**src/rtl/esm_issue_scheduler.sv**
```systemverilog
// esm_issue_scheduler
//   Issue controller for the ESM instruction buffer. It picks one eligible entry at a time
//   from the independent-instruction mask. The scan starts at an offset and wraps from
//   bs-1 to 0. The block tracks in-flight (busy) entries until they retire. It presents the
//   chosen index to the execute stage over a valid/ready handshake.
//
//   Optional feature macro: ESM_SCHED_ROUND_ROBIN_EN
//     defined   : scan offset = (last accepted index + 1) mod bs; random_number is ignored
//     undefined : scan offset = random_number, sampled in SCAN
//
// Ports
//   clk, rst            clock; synchronous active-high reset
//   proceed             issue request (level, sampled in IDLE)
//   flush               clear busy mask and abort any pending issue
//   independent_instr   [0:bs-1] ready mask, bit i = entry i
//   random_number       PRNG scan start offset
//   issue_ready         downstream accepts this cycle
//   retire_valid/index  completion of an in-flight entry
//   issue_valid/index   offered entry, held until accepted
//   busy_mask           [0:bs-1] in-flight entries
//   issued_count        accepted issues (saturating)
//   stall_count         IDLE cycles with proceed and nothing eligible (saturating)
module esm_issue_scheduler #(
  parameter  int bs      = 16,
  parameter  int CNT_W   = 16,
  localparam int BS_BITS = $clog2(bs)
) (
  input  logic               clk,
  input  logic               rst,
  input  logic               proceed,
  input  logic               flush,
  input  logic [0:bs-1]      independent_instr,
  input  logic [BS_BITS-1:0] random_number,
  input  logic               issue_ready,
  input  logic               retire_valid,
  input  logic [BS_BITS-1:0] retire_index,
  output logic               issue_valid,
  output logic [BS_BITS-1:0] issue_index,
  output logic [0:bs-1]      busy_mask,
  output logic [CNT_W-1:0]   issued_count,
  output logic [CNT_W-1:0]   stall_count
);

  typedef enum logic [1:0] {S_IDLE, S_SCAN, S_ISSUE} state_t;

  state_t             state, state_next;
  logic [0:bs-1]      eligible;
  logic               any_elig;
  logic [BS_BITS-1:0] offset;
  logic [BS_BITS-1:0] scan_idx;
  logic [BS_BITS-1:0] sel_idx;
  logic               sel_hit;
  logic               accept;
  logic               load_idx;
  logic               stall_inc;
  logic [0:bs-1]      busy_next;

  assign eligible = independent_instr & ~busy_mask;
  assign any_elig = |eligible;

`ifdef ESM_SCHED_ROUND_ROBIN_EN
  // Reset to bs-1 so that the first scan starts at entry 0. Flush keeps this value.
  logic [BS_BITS-1:0] last_acc;
  logic               unused_rn;

  assign unused_rn = ^random_number;

  always_ff @(posedge clk) begin
    if (rst)         last_acc <= BS_BITS'(bs - 1);
    else if (accept) last_acc <= issue_index;
  end

  assign offset = last_acc + BS_BITS'(1);
`else
  assign offset = random_number;
`endif

  // Wrapping priority scan. The loop walks downward, so the entry closest to the
  // offset is written last and therefore wins.
  // Index arithmetic wraps for free because bs is a power of two.
  always_comb begin
    sel_idx  = '0;
    sel_hit  = 1'b0;
    scan_idx = '0;
    for (int k = bs - 1; k >= 0; k--) begin
      scan_idx = offset + BS_BITS'(k);
      if (eligible[scan_idx]) begin
        sel_idx = scan_idx;
        sel_hit = 1'b1;
      end
    end
  end

  // State register
  always_ff @(posedge clk) begin
    if (rst) state <= S_IDLE;
    else     state <= state_next;
  end

  // Next-state logic
  always_comb begin
    state_next = state;
    case (state)
      S_IDLE:  if (proceed && any_elig) state_next = S_SCAN;
      S_SCAN:  state_next = sel_hit ? S_ISSUE : S_IDLE;
      S_ISSUE: if (issue_ready) state_next = S_IDLE;
      default: state_next = S_IDLE;
    endcase
    if (flush) state_next = S_IDLE;
  end

  // Outputs and datapath enables. Flush suppresses every side effect in its cycle.
  always_comb begin
    issue_valid = (state == S_ISSUE);
    accept      = issue_valid && issue_ready && !flush;
    load_idx    = (state == S_SCAN) && sel_hit && !flush;
    stall_inc   = (state == S_IDLE) && proceed && !any_elig && !flush;
  end

  // The index is latched only in SCAN, so mask changes during ISSUE cannot disturb it.
  always_ff @(posedge clk) begin
    if (rst)           issue_index <= '0;
    else if (load_idx) issue_index <= sel_idx;
  end

  // Per-entry busy update. The accept term is ORed in last, so a retire and an accept of
  // the same entry leave the bit set. A retire of an idle entry only clears a zero.
  for (genvar i = 0; i < bs; i++) begin : g_busy
    assign busy_next[i] = (busy_mask[i] & ~(retire_valid && (retire_index == BS_BITS'(i))))
                        | (accept && (issue_index == BS_BITS'(i)));
  end

  always_ff @(posedge clk) begin
    if (rst || flush) busy_mask <= '0;
    else              busy_mask <= busy_next;
  end

  // Saturating statistics counters
  always_ff @(posedge clk) begin
    if (rst) begin
      issued_count <= '0;
      stall_count  <= '0;
    end else begin
      if (accept && (issued_count != {CNT_W{1'b1}}))
        issued_count <= issued_count + CNT_W'(1);
      if (stall_inc && (stall_count != {CNT_W{1'b1}}))
        stall_count <= stall_count + CNT_W'(1);
    end
  end

endmodule
```
**config.mk**
```make
export PLATFORM = sky130hd
export DESIGN_NAME = esm_issue_scheduler
export DESIGN_NICKNAME = d
export VERILOG_FILES = /design/src/rtl/esm_issue_scheduler.sv
export SDC_FILE = /design/constraint.sdc
export NUM_CORES = 1
export LEC_CHECK = 0
export ABC_CLOCK_PERIOD_IN_PS = 9500
export CORE_ASPECT_RATIO = 1.2
export CORE_UTILIZATION = 59
export DETAILED_ROUTE_END_ITERATION = 12
export GPL_ROUTABILITY_DRIVEN = 1
export PLACE_DENSITY_LB_ADDON = 0.2
export SYNTH_ARGS = -nofsm -noshare
export SYNTH_HDL_FRONTEND = slang
export SYNTH_SLANG_ARGS = --single-unit
```
**constraint.sdc**
```tcl
create_clock -name clk -period 9.5 [get_ports clk]
set_input_delay 2.375 -clock clk [delete_from_list [all_inputs] [get_ports clk]]
set_output_delay 2.375 -clock clk [all_outputs]
set_load 0.05 [all_outputs]
```
==> Flow_metrics.wiki <==
{| class="wikitable"
! Metric !! Value
|-
| Area Growth Syn to Fin || 18.71%
|-
| Antenna-violating nets left || 0
|-
| Avg Inst Size Synth || 8.442 sq um
|-
| Site row count || 36
|-
| Starting density of the core || between 60% and 70%
|-
| Die Y-Extent || about 100 um
|-
| Post-CTS Setup Inserts || 0
|-
| Reg2Reg Capture Point || stall_count[12]
|-
| Starting DRC count in detailed routing || 472
|-
| Core region area || approximately 0.0083 sq mm
|-
| Worst relative slew slack || a little over two fifths
|-
| Worst Path Arrival || around 7.1 ns
|-
| Number of clock buffers inserted by TritonCTS || 5
|-
| Number of endpoints with negative hold slack in the final report || 0
|-
| Port buffer count || 82
|-
| Placer's final routability congestion estimate || 1.007
|-
| Hold crit path type || reg -> reg
|-
| Worst Slack Setup Final || about 2.6 ns
|-
| Post-placement worst setup slack || roughly 2.3 ns
|-
| Worst setup path category || in -> reg
|-
| Cell count after placement || roughly 780
|-
| Post-CTS Hold Buffers || 0
|-
| Global-route usage over all layers || 37.88%
|-
| Ports || 83
|-
| Detailed-route wire length per cell || around 21 um
|-
| Maximum clock rate || between 0.1 and 0.15 GHz
|-
| Number of levels in the clock H-tree || 2
|-
| Overall die area || about 0.0091 sq mm
|-
| Die Wd || approximately 87 um
|-
| Number of global-route vias before repair || 5208
|-
| R2R setup slack || roughly 6 ns
|-
| Most common cell after layout, fill and taps aside || sky130_fd_sc_hd__clkdlybuf4s50_1
|-
| Setup repair after global routing missed its margin || no
|-
| Cell area after layout || 0.006103 sq mm
|-
| Clock period minus worst slack || between 6 and 7 ns
|-
| Clock-pin slew on the worst setup and hold paths || around 0.11 ns
|-
| Max-slew violation total from the final report || 0
|-
| Pin count of the biggest net entering global routing || 36
|-
| Peak supply drop || between 0.1 and 0.15 mV
|-
| Worst-skew pair later-pin latency || between 0.3 and 0.4 ns
|-
| Required time worst endpoint || 9.73 ns
|-
| Number of enable-type register cells in the synthesized netlist || 0
|-
| Count of endpoints failing setup in the final report || 0
|-
| Via density || slightly below 7
|-
| Setup Total Neg Slack || 0 ns
|-
| Worst-case clock skew || roughly 0.013 ns
|-
| Crit Reg-Reg Startpoint || busy_mask[3]
|-
| Number of standard cells after synthesis || 609
|-
| Clock tree from TritonCTS || done
|-
| Leakage || approximately 2.1 nW
|-
| FFs w/ async S/R, synth || 0%
|-
| Ratio of cells with drive above 1 in the final layout || between 10% and 20%
|-
| Depth of the worst register-to-register path || 9
|-
| Main flop type after synthesis || sky130_fd_sc_hd__dfxtp_1
|-
| P per Cell Area || roughly 110 mW/mm^2
|-
| Result of the run || completed
|-
| Worst setup endpoint || stall_count[12]
|-
| Antenna diode instance count || 0
|-
| Wire length of the first global-routing pass || ~27000 um
|-
| Resized Gates After CTS || 0
|-
| Commonest non-fill, non-tap cells in the layout || sky130_fd_sc_hd__clkdlybuf4s50_1, sky130_fd_sc_hd__nand2_1, sky130_fd_sc_hd__dfxtp_1
|-
| Number of warnings issued by yosys || 0
|-
| Number of detailed-route iterations in the first pass || 5
|-
| Number of design rule violations left after detail routing || 0
|-
| Distinct cell type count of the synthesized netlist || between 60 and 70
|-
| Fin cells || slightly below 800
|-
| Count of maximum capacitance violations || 0
|-
| GRT Residual Overflow || 0
|-
| Antenna violations before repair || 0
|-
| Post-synth design cell area || 0.005141 sq mm
|-
| Synth Register Bits || 54
|-
| Maximum fanout along the worst path || 35
|-
| Worst Setup SP || random_number[0]
|-
| Root Driver || sky130_fd_sc_hd__clkbuf_8
|-
| Sequential fraction of the synthesis area || 21.03%
|-
| Synth Net Count || around 650
|-
| Via count of the routed design || 5429
|-
| CTS max path bufs || 2
|-
| Aggregate routed wire length || between 15000 and 20000 um
|-
| Cell area after placement || roughly 0.0060 sq mm
|-
| Half-perimeter wire length of the detailed placement result || roughly 13000 um
|-
| Post-route clock period utilization || between 70% and 80%
|-
| Fin nets || approximately 720
|-
| TritonCTS sink count || 54
|-
| Fillers || ~600
|-
| Pin slew with the least headroom to its limit || ~0.83 ns
|-
| CP startpoint kind || primary input
|-
| Sort of element at the end of the critical path || flip-flop
|}
-- registers in the layout, indices dropped and copies added (netlist names) --
register	cells
stall_count	16
busy_mask	16
issue_index	4
state	2
issued_count	16
-- synth_stat cells, types with 11 or more instances --
library cell	number	area, sq um
sky130_fd_sc_hd__nand2_1	59	221.5
sky130_fd_sc_hd__dfxtp_1	54	1081
sky130_fd_sc_hd__a21oi_1	52	260.3
sky130_fd_sc_hd__nor2_1	42	157.7
sky130_fd_sc_hd__o21ai_0	38	190.2
sky130_fd_sc_hd__mux4_2	32	720.7
sky130_fd_sc_hd__mux2i_1	30	300.3
sky130_fd_sc_hd__nand2b_1	23	143.9
sky130_fd_sc_hd__nand3_1	21	105.1
sky130_fd_sc_hd__clkbuf_1	18	67.56
sky130_fd_sc_hd__nor2b_1	18	112.6
sky130_fd_sc_hd__inv_1	17	63.81
sky130_fd_sc_hd__xnor2_1	15	131.4
sky130_fd_sc_hd__xor2_1	12	105.1
sky130_fd_sc_hd__o31ai_1	11	82.58
sky130_fd_sc_hd__or3_1	11	68.82
-- logic make-up after synthesis --
kind of cell / count (synthesis) / synth area share [%]
and+or+nand+nor: 235 / 24.51
AOI/OAI and AO/OA: 161 / 19.83
muxes: 74 / 23.44
DFF: 54 / 21.03
buffers and inverters: 49 / 4.405
xor gates and xnor gates: 27 / 4.600
adders and majority gates: 9 / 2.190
-- worst min path at each step --
stage,from,slack (ns),end,depth (start not counted)
6_report,busy_mask[2],0.50,busy_mask[2],2
2_1_floorplan,state[0],0.50,state[1],2
4_1_cts,busy_mask[2],0.50,busy_mask[2],2
5_1_grt,stall_count[14],0.52,stall_count[14],2
3_3_place_gp,issued_count[11],0.48,issued_count[11],2
3_5_place_dp,busy_mask[2],0.48,busy_mask[2],2
-- cell type report --
type / instances / area [sq um] / area share, %
multi-input combinational: 506 / 3834 / 62.81
sequential: 54 / 1081 / 17.71
timing repair buffer: 89 / 873.3 / 14.31
tap: 114 / 142.6 / 2.337
inverter: 20 / 75.07 / 1.230
clock buffer: 5 / 68.82 / 1.128
clock inverter: 3 / 28.78 / 0.4715
-- metal layers --
| layer | track usage [%] | routed length, um | vias up |
|---|---|---|---|
| met5 | 0 | 0 | - |
| met4 | 18.03 | 840 | 0 |
| met3 | 6.349 | 1472 | 69 |
| met2 | 62.65 | 8059 | 355 |
| met1 | 47.48 | 6344 | 2565 |
| li1 | - | - | 2440 |
-- per-stage QoR --
| stage | util [%] | hold WS [ns] | power, mW |
|---|---|---|---|
| 6_report | 73.64 | 0.5037 | 0.6464 |
| 5_1_grt | 73.64 | 0.5207 | 0.6711 |
| 4_1_cts | 73.64 | 0.5025 | 0.6378 |
| 3_5_place_dp | 72.46 | 0.4832 | 0.5010 |
| 3_3_place_gp | 72.46 | 0.4756 | 0.5012 |
| 2_1_floorplan | - | 0.5042 | 0.4248 |
-- report_power, final --
part	internal, mW	switching [mW]
combinational	0.113	0.164
clock	0.0548	0.0855
sequential	0.227	0.00195
total	0.395	0.252
-- critical path, cell delays in order --
cell                              delay (ns)
sky130_fd_sc_hd__clkdlybuf4s50_1        0.45
sky130_fd_sc_hd__buf_4                  0.36
sky130_fd_sc_hd__inv_2                  0.38
sky130_fd_sc_hd__ha_1                   0.64
sky130_fd_sc_hd__inv_1                  0.30
sky130_fd_sc_hd__a2111oi_0              0.48
sky130_fd_sc_hd__or4_1                  0.28
sky130_fd_sc_hd__mux2i_1                0.17
sky130_fd_sc_hd__nor4_4                 0.31
sky130_fd_sc_hd__nand4_4                0.19
sky130_fd_sc_hd__nor3_1                 0.52
sky130_fd_sc_hd__and3_1                 0.27
sky130_fd_sc_hd__mux2_2                 0.34
Note: power is estimated with default switching activity, not from simulation.
